===== src/rtl/mdu_pkg.sv =====
// Shared types and constants for the execute-stage multiply/divide unit.
package mdu_pkg;

    typedef enum logic [2:0] {
        ST_IDLE = 3'd0,
        ST_MUL  = 3'd1,
        ST_DIV  = 3'd2,
        ST_FIX  = 3'd3,
        ST_DONE = 3'd4
    } mdu_state_e;

    localparam logic [5:0] FUNCT_MULT  = 6'h18;
    localparam logic [5:0] FUNCT_MULTU = 6'h19;
    localparam logic [5:0] FUNCT_DIV   = 6'h1A;
    localparam logic [5:0] FUNCT_DIVU  = 6'h1B;
    localparam logic [5:0] FUNCT_MTHI  = 6'h11;
    localparam logic [5:0] FUNCT_MTLO  = 6'h13;

    // Which result the FIX state writes back to HI/LO.
    localparam logic [1:0] MODE_NONE = 2'd0;
    localparam logic [1:0] MODE_MUL  = 2'd1;
    localparam logic [1:0] MODE_DIV  = 2'd2;

endpackage


===== src/rtl/mdu_divstep.sv =====
// One restoring-divide step: trial-subtract the divisor from the shifted
// partial remainder and produce the next remainder plus one quotient bit.
module mdu_divstep #(
    parameter int unsigned WIDTH = 32
) (
    input  logic [WIDTH:0]   rem_in,
    input  logic [WIDTH-1:0] divisor,
    output logic [WIDTH-1:0] rem_c,
    output logic             q_bit_c
);

    // The kept remainder is always below the divisor, so WIDTH bits suffice.
    always_comb begin
        q_bit_c = (rem_in >= {1'b0, divisor});
        rem_c   = q_bit_c ? WIDTH'(rem_in - {1'b0, divisor}) : rem_in[WIDTH-1:0];
    end

endmodule


===== src/rtl/execute_mdu.sv =====
// Multi-cycle MIPS multiply/divide unit with HI/LO registers.
// Define MDU_DIV_EN to build the restoring divider; otherwise div/divu only flag div_zero.
module execute_mdu
    import mdu_pkg::*;
#(
    parameter int unsigned WIDTH = 32
) (
    input  logic             clock,
    input  logic             reset,
    input  logic             start,
    input  logic [5:0]       Function_opcode,
    input  logic [WIDTH-1:0] Read_data_1,
    input  logic [WIDTH-1:0] Read_data_2,
    output logic             busy,
    output logic             done,
    output logic             div_zero,
    output logic [WIDTH-1:0] HI,
    output logic [WIDTH-1:0] LO
);

    localparam int unsigned ACC_W = 2 * WIDTH;
    localparam int unsigned CNT_W = $clog2(WIDTH + 1);

    localparam logic [2:0] S_IDLE = 3'(ST_IDLE);
    localparam logic [2:0] S_MUL  = 3'(ST_MUL);
    localparam logic [2:0] S_DIV  = 3'(ST_DIV);
    localparam logic [2:0] S_FIX  = 3'(ST_FIX);
    localparam logic [2:0] S_DONE = 3'(ST_DONE);

    logic [2:0]       state_q, state_d;
    logic [CNT_W-1:0] cnt_q, cnt_d;
    logic [ACC_W-1:0] acc_q, acc_d;
    logic [WIDTH-1:0] mcand_q, mcand_d;
    logic             neg_lo_q, neg_lo_d;
    logic [1:0]       mode_q, mode_d;
    logic [WIDTH-1:0] hi_q, hi_d, lo_q, lo_d;
    logic             div_zero_q, div_zero_d;
    logic             busy_q, busy_d, done_q, done_d;

    logic             op_signed, a_neg, b_neg;
    logic [WIDTH-1:0] a_mag, b_mag;
    logic [WIDTH:0]   mul_sum;
    logic [ACC_W-1:0] prod;

`ifdef MDU_DIV_EN
    logic             neg_hi_q, neg_hi_d;
    logic [WIDTH-1:0] rem_q, rem_d;
    logic [WIDTH-1:0] step_rem_c;
    logic             step_q_c;

    mdu_divstep #(.WIDTH(WIDTH)) u_divstep (
        .rem_in  ({rem_q, acc_q[WIDTH-1]}),
        .divisor (mcand_q),
        .rem_c   (step_rem_c),
        .q_bit_c (step_q_c)
    );
`endif

    // Operand magnitudes and signs; unsigned ops never see a negative operand.
    always_comb begin
        op_signed = (Function_opcode == FUNCT_MULT) || (Function_opcode == FUNCT_DIV);
        a_neg     = op_signed & Read_data_1[WIDTH-1];
        b_neg     = op_signed & Read_data_2[WIDTH-1];
        a_mag     = a_neg ? (~Read_data_1) + WIDTH'(1) : Read_data_1;
        b_mag     = b_neg ? (~Read_data_2) + WIDTH'(1) : Read_data_2;
    end

    // Next-state and datapath update.
    always_comb begin
        state_d    = state_q;
        cnt_d      = cnt_q;
        acc_d      = acc_q;
        mcand_d    = mcand_q;
        neg_lo_d   = neg_lo_q;
        mode_d     = mode_q;
        hi_d       = hi_q;
        lo_d       = lo_q;
        div_zero_d = div_zero_q;
`ifdef MDU_DIV_EN
        neg_hi_d   = neg_hi_q;
        rem_d      = rem_q;
`endif
        mul_sum = acc_q[0] ? ({1'b0, acc_q[ACC_W-1:WIDTH]} + {1'b0, mcand_q})
                           : {1'b0, acc_q[ACC_W-1:WIDTH]};
        prod    = neg_lo_q ? (~acc_q) + ACC_W'(1) : acc_q;

        case (state_q)
            S_IDLE: begin
                if (start) begin
                    case (Function_opcode)
                        FUNCT_MTHI: begin
                            hi_d       = Read_data_1;
                            div_zero_d = 1'b0;
                        end
                        FUNCT_MTLO: begin
                            lo_d       = Read_data_1;
                            div_zero_d = 1'b0;
                        end
                        FUNCT_MULT, FUNCT_MULTU: begin
                            acc_d      = {WIDTH'(0), b_mag};
                            mcand_d    = a_mag;
                            neg_lo_d   = a_neg ^ b_neg;
                            mode_d     = MODE_MUL;
                            cnt_d      = CNT_W'(WIDTH);
                            div_zero_d = 1'b0;
                            state_d    = S_MUL;
                        end
                        FUNCT_DIV, FUNCT_DIVU: begin
`ifdef MDU_DIV_EN
                            mode_d = MODE_DIV;
                            if (Read_data_2 == '0) begin
                                // FIX then writes HI = dividend, LO = all ones.
                                acc_d      = {WIDTH'(0), {WIDTH{1'b1}}};
                                rem_d      = Read_data_1;
                                neg_lo_d   = 1'b0;
                                neg_hi_d   = 1'b0;
                                div_zero_d = 1'b1;
                                state_d    = S_FIX;
                            end else begin
                                acc_d      = {WIDTH'(0), a_mag};
                                rem_d      = '0;
                                mcand_d    = b_mag;
                                neg_lo_d   = a_neg ^ b_neg;
                                neg_hi_d   = a_neg;
                                cnt_d      = CNT_W'(WIDTH);
                                div_zero_d = 1'b0;
                                state_d    = S_DIV;
                            end
`else
                            mode_d     = MODE_NONE;
                            div_zero_d = 1'b1;
                            state_d    = S_FIX;
`endif
                        end
                        default: ;
                    endcase
                end
            end
            S_MUL: begin
                acc_d = {mul_sum, acc_q[WIDTH-1:1]};
                cnt_d = cnt_q - CNT_W'(1);
                if (cnt_q == CNT_W'(1)) state_d = S_FIX;
            end
`ifdef MDU_DIV_EN
            S_DIV: begin
                // Low half shifts the dividend out and the quotient in.
                acc_d = {acc_q[ACC_W-1:WIDTH], acc_q[WIDTH-2:0], step_q_c};
                rem_d = step_rem_c;
                cnt_d = cnt_q - CNT_W'(1);
                if (cnt_q == CNT_W'(1)) state_d = S_FIX;
            end
`endif
            S_FIX: begin
                case (mode_q)
                    MODE_MUL: begin
                        hi_d = prod[ACC_W-1:WIDTH];
                        lo_d = prod[WIDTH-1:0];
                    end
`ifdef MDU_DIV_EN
                    MODE_DIV: begin
                        lo_d = neg_lo_q ? (~acc_q[WIDTH-1:0]) + WIDTH'(1) : acc_q[WIDTH-1:0];
                        hi_d = neg_hi_q ? (~rem_q) + WIDTH'(1) : rem_q;
                    end
`endif
                    default: ;
                endcase
                state_d = S_DONE;
            end
            S_DONE:  state_d = S_IDLE;
            default: state_d = S_IDLE;
        endcase

        busy_d = (state_d == S_MUL) || (state_d == S_DIV) || (state_d == S_FIX);
        done_d = (state_d == S_DONE);
    end

    always_ff @(posedge clock) begin
        if (reset) begin
            state_q    <= S_IDLE;
            cnt_q      <= '0;
            acc_q      <= '0;
            mcand_q    <= '0;
            neg_lo_q   <= 1'b0;
            mode_q     <= MODE_NONE;
            hi_q       <= '0;
            lo_q       <= '0;
            div_zero_q <= 1'b0;
            busy_q     <= 1'b0;
            done_q     <= 1'b0;
`ifdef MDU_DIV_EN
            neg_hi_q   <= 1'b0;
            rem_q      <= '0;
`endif
        end else begin
            state_q    <= state_d;
            cnt_q      <= cnt_d;
            acc_q      <= acc_d;
            mcand_q    <= mcand_d;
            neg_lo_q   <= neg_lo_d;
            mode_q     <= mode_d;
            hi_q       <= hi_d;
            lo_q       <= lo_d;
            div_zero_q <= div_zero_d;
            busy_q     <= busy_d;
            done_q     <= done_d;
`ifdef MDU_DIV_EN
            neg_hi_q   <= neg_hi_d;
            rem_q      <= rem_d;
`endif
        end
    end

    assign busy     = busy_q;
    assign done     = done_q;
    assign div_zero = div_zero_q;
    assign HI       = hi_q;
    assign LO       = lo_q;

endmodule

===== config.mk =====
export PLATFORM = sky130hd
export DESIGN_NAME = execute_mdu
export DESIGN_NICKNAME = d
export VERILOG_FILES = /design/src/rtl/mdu_pkg.sv /design/src/rtl/mdu_divstep.sv /design/src/rtl/execute_mdu.sv
export SDC_FILE = /design/constraint.sdc
export NUM_CORES = 1
export LEC_CHECK = 0
export BUFFER_PORTS_ARGS = -buffer_cell sky130_fd_sc_hd__buf_2
export CORE_MARGIN = 10
export CORE_UTILIZATION = 49
export DETAILED_ROUTE_END_ITERATION = 10
export PLACE_DENSITY_LB_ADDON = 0.05
export SYNTH_ARGS = -nofsm -noshare
export SYNTH_HDL_FRONTEND = slang
export SYNTH_SLANG_ARGS = --single-unit

===== constraint.sdc =====
create_clock -name clock -period 3.9 [get_ports clock]
set_input_delay 0.78 -clock clock [delete_from_list [all_inputs] [get_ports clock]]
set_output_delay 0.78 -clock clock [all_outputs]
set_load 0.05 [all_outputs]

==> results.tsv <==
stage	metric	value	unit
worst_setup_path	WP data required	4.20	ns
sta	slew margin rel.	0.2055	
hold_path	Hold WC Path Type	reg2reg	
synthesis	Synthesis Warnings	0	
sta	final worst-path cycle share	0.8554	
run	Max Cap Violations	0	
sta	Fin Clk Skew	0.01475	ns
floorplan	Die ar.	0.03045	mm2
clocking	post_cts resized	0	
power	PwrDens	293.1	mW/mm2
power	Leak	5.286	nW
floorplan	I/O pins	140	
synthesis	cell count after synthesis	1531	
synthesis	synth top area cells	dfxtp_1 30%, nor2_1 6.2%, xor2_1 6.1%, a21oi_1 5.7%, nand2_1 4.4%	
sta	Fin. Hold Viols	0	
global_routing	Total GRT Usage	0.2683	
clocking	Sink Count	174	
worst_setup_path	max incr delay on CP	0.56	ns
synthesis	area leader, netlist	dfxtp_1	
placement	port bufs	139	
synthesis	Mapped Nets	1642	
worst_setup_path	reg2reg start	acc_q[49]	
synthesis	Async S/R FF share, synth	0	
drt	TritonRoute pass-1 iters	7	
drt	initial drt markers	1400	
floorplan	width of the die	174.5	um
synthesis	top-count cell post-synth	nor2_1	
drt	Remaining DRCs	0	
worst_setup_path	worst setup path class	reg2reg	
clocking	Setup Fix Bufs, Post-CTS	0	
worst_setup_path	Critical Path Start	acc_q[49]	
clocking	Clk pin slew, worst setup/hold paths	0.08	ns
synthesis	EDFF count, synth	0	
global_routing	global route overflow	0	
synthesis	Avg Cell Area, Syn	7.639	um2
drt	vias per cell	6.234	
global_routing	largest net degree at the start of global routing	56	
floorplan	Initial Util	0.4982	
clocking	hold buffers post-CTS	0	
synthesis	Synth Register Bits	174	
sta	Final min period	3.336	ns
placement	post-placement cell area	0.01277	mm2
sta	final setup violation count	0	
synthesis	Post-synth top cells	193 x nor2_1, 174 x dfxtp_1, 136 x nand2_1	
clocking	CTS Buf Count	17	
synthesis	synth unique cells	77	
worst_setup_path	worst-path fanout max	7	
placement	DP Wirelength	32110	um
synthesis	top cell type's share of synthesized area	0.2978	
clocking	clock root buffer master	clkbuf_16	
worst_setup_path	Crit path arrival time	3.64	ns
finish	layout cells sized above 1	0.1487	
drt	Total Routed Length	42400	um
sta	Least-Margin Pin Slew	1.192	ns
floorplan	FP Rows	56	
drt	DR vias	12220	
finish	ANT cells	0	
finish	fin area	0.01334	mm2
finish	final net count	1740	
synthesis	sequential fraction of the synthesis area	0.2978	
outcome	run status	completed	
sta	Setup TNS	0	ns
clocking	Longest Clk Path Bufs	2	
worst_setup_path	CP endpoint kind	flop	
drt	wire per inst	21.63	um
worst_setup_path	crit start category	flop	
sta	unrepaired setup endpoints after global routing	no	
floorplan	Core Area	0.02347	mm2
power	VDD IR max	0.0002029	V
hold_path	min-delay src	LO[5]	
finish	Area growth syn-to-layout	14.08	%
global_routing	vias in the first global route	11590	
clocking	worst skew pair latency	0.43	ns
synthesis	Synth Flop Type	dfxtp_1	
placement	final RePlAce weighted congestion	0.9923	
global_routing	initial antenna violation count	1	
drt	Routed Antenna Nets	0	
worst_setup_path	CP dominant cell by count	or4_1	
global_routing	first-pass GRT wire length	65810	um
floorplan	chip height	174.5	um
worst_setup_path	Max stage delay cell, worst path	or4_1	
synthesis	cell area after synthesis	0.01169	mm2
worst_setup_path	CP Cell Sequence	or3_1, or4_1, or4_1, or4_1, o31ai_1, xor2_1, o22ai_1	
sta	final max-slew violation count	0	
clocking	TritonCTS clock tree	done	
clocking	Clock H-tree levels	4	
sta	maximum clock rate	299.8	MHz
-- critical path, delay by kind of cell (launching register included) --
kind / cells / cell delay [ns]
XOR/XNOR: 1 / 0.18
flip-flops: 1 / 0.40
AND/OR/NAND/NOR: 4 / 2.16
AO/OA/AOI/OAI: 2 / 0.46
-- layout make-up --
| cell class | instances | area, um2 |
|---|---|---|
| multi-input combinational | 1222 | 7721 |
| tap | 319 | 399.1 |
| clock buffer | 17 | 425.4 |
| clock inverter | 14 | 146.4 |
| inverter | 29 | 108.9 |
| sequential | 174 | 3485 |
| timing repair buffer | 185 | 1056 |
| fill | 2315 | 10130 |
-- per-stage QoR --
step,hold WS (ns),cells,power (mW),worst slack (ns),util
global placement,0.4283,1929,2.246,0.6247,0.5440
finish,0.4531,1960,3.910,0.5641,0.5684
detailed placement,0.4456,1929,2.250,0.5846,0.5440
global route,0.4823,1960,4.042,0.4238,0.5684
floorplan,0.4356,1531,2.081,0.9152,-
CTS,0.4568,1960,3.929,0.5794,0.5684
-- layout by cell type, fill, tap and decap left out, types with 9 or more instances in the layout --
cell       count
nor2_1       191
dfxtp_1      173
buf_2        138
nand2_1      136
a21oi_1      133
o21ai_0       87
xor2_1        81
a211oi_1      57
xnor2_1       47
buf_4         46
a22oi_1       41
ha_1          37
o22ai_1       35
nor3_1        34
nand3_1       29
o31ai_1       29
inv_1         28
a21o_1        20
o41ai_1       19
or4_1         19
or3_1         17
clkbuf_16     17
nor4_1        15
and3_1        13
a31oi_1       13
o211ai_1      13
mux2i_1       12
nand4_1        9
-- final timing paths --
kind                            endpoint  slack, ns  depth (start not counted)
worst max-delay path              HI[27]       0.56                          7
worst max register to register    HI[27]       0.56                          7
worst min register to register     LO[5]       0.45                          2
worst min-delay path               LO[5]       0.45                          2
-- layer usage --
metal / GRT usage / vias up / wire, um
met1: 0.3367 / 5745 / 17830
met3: 0.03445 / 85 / 2676
met5: 0 / - / 13
met2: 0.4616 / 496 / 20540
met4: 0.09537 / 2 / 1342
li1: - / 5890 / -
-- power breakdown --
group | internal [mW] | switching (mW)
clock network | 0.853 | 0.842
registers | 1.79 | 0.0142
logic | 0.137 | 0.276
total | 2.78 | 1.13
-- state kept, by name, indices dropped and copies added, names as in the netlist --
| signal | cells |
|---|---|
| HI | 32 |
| LO | 32 |
| acc_q | 64 |
| busy | 1 |
| cnt_q | 6 |
| div_zero | 1 |
| done | 1 |
| mcand_q | 32 |
| mode_q | 1 |
| neg_lo_q | 1 |
| state_q | 3 |
-- logic make-up after synthesis --
group,share of synthesized area
adders and majority gates,0.04130
buffers and inverters,0.04461
muxes,0.01316
and+or+nand+nor,0.2077
DFF,0.2978
xor gates and xnor gates,0.09586
AOI/OAI and AO/OA,0.2996
(Power assumes the default switching activity.)
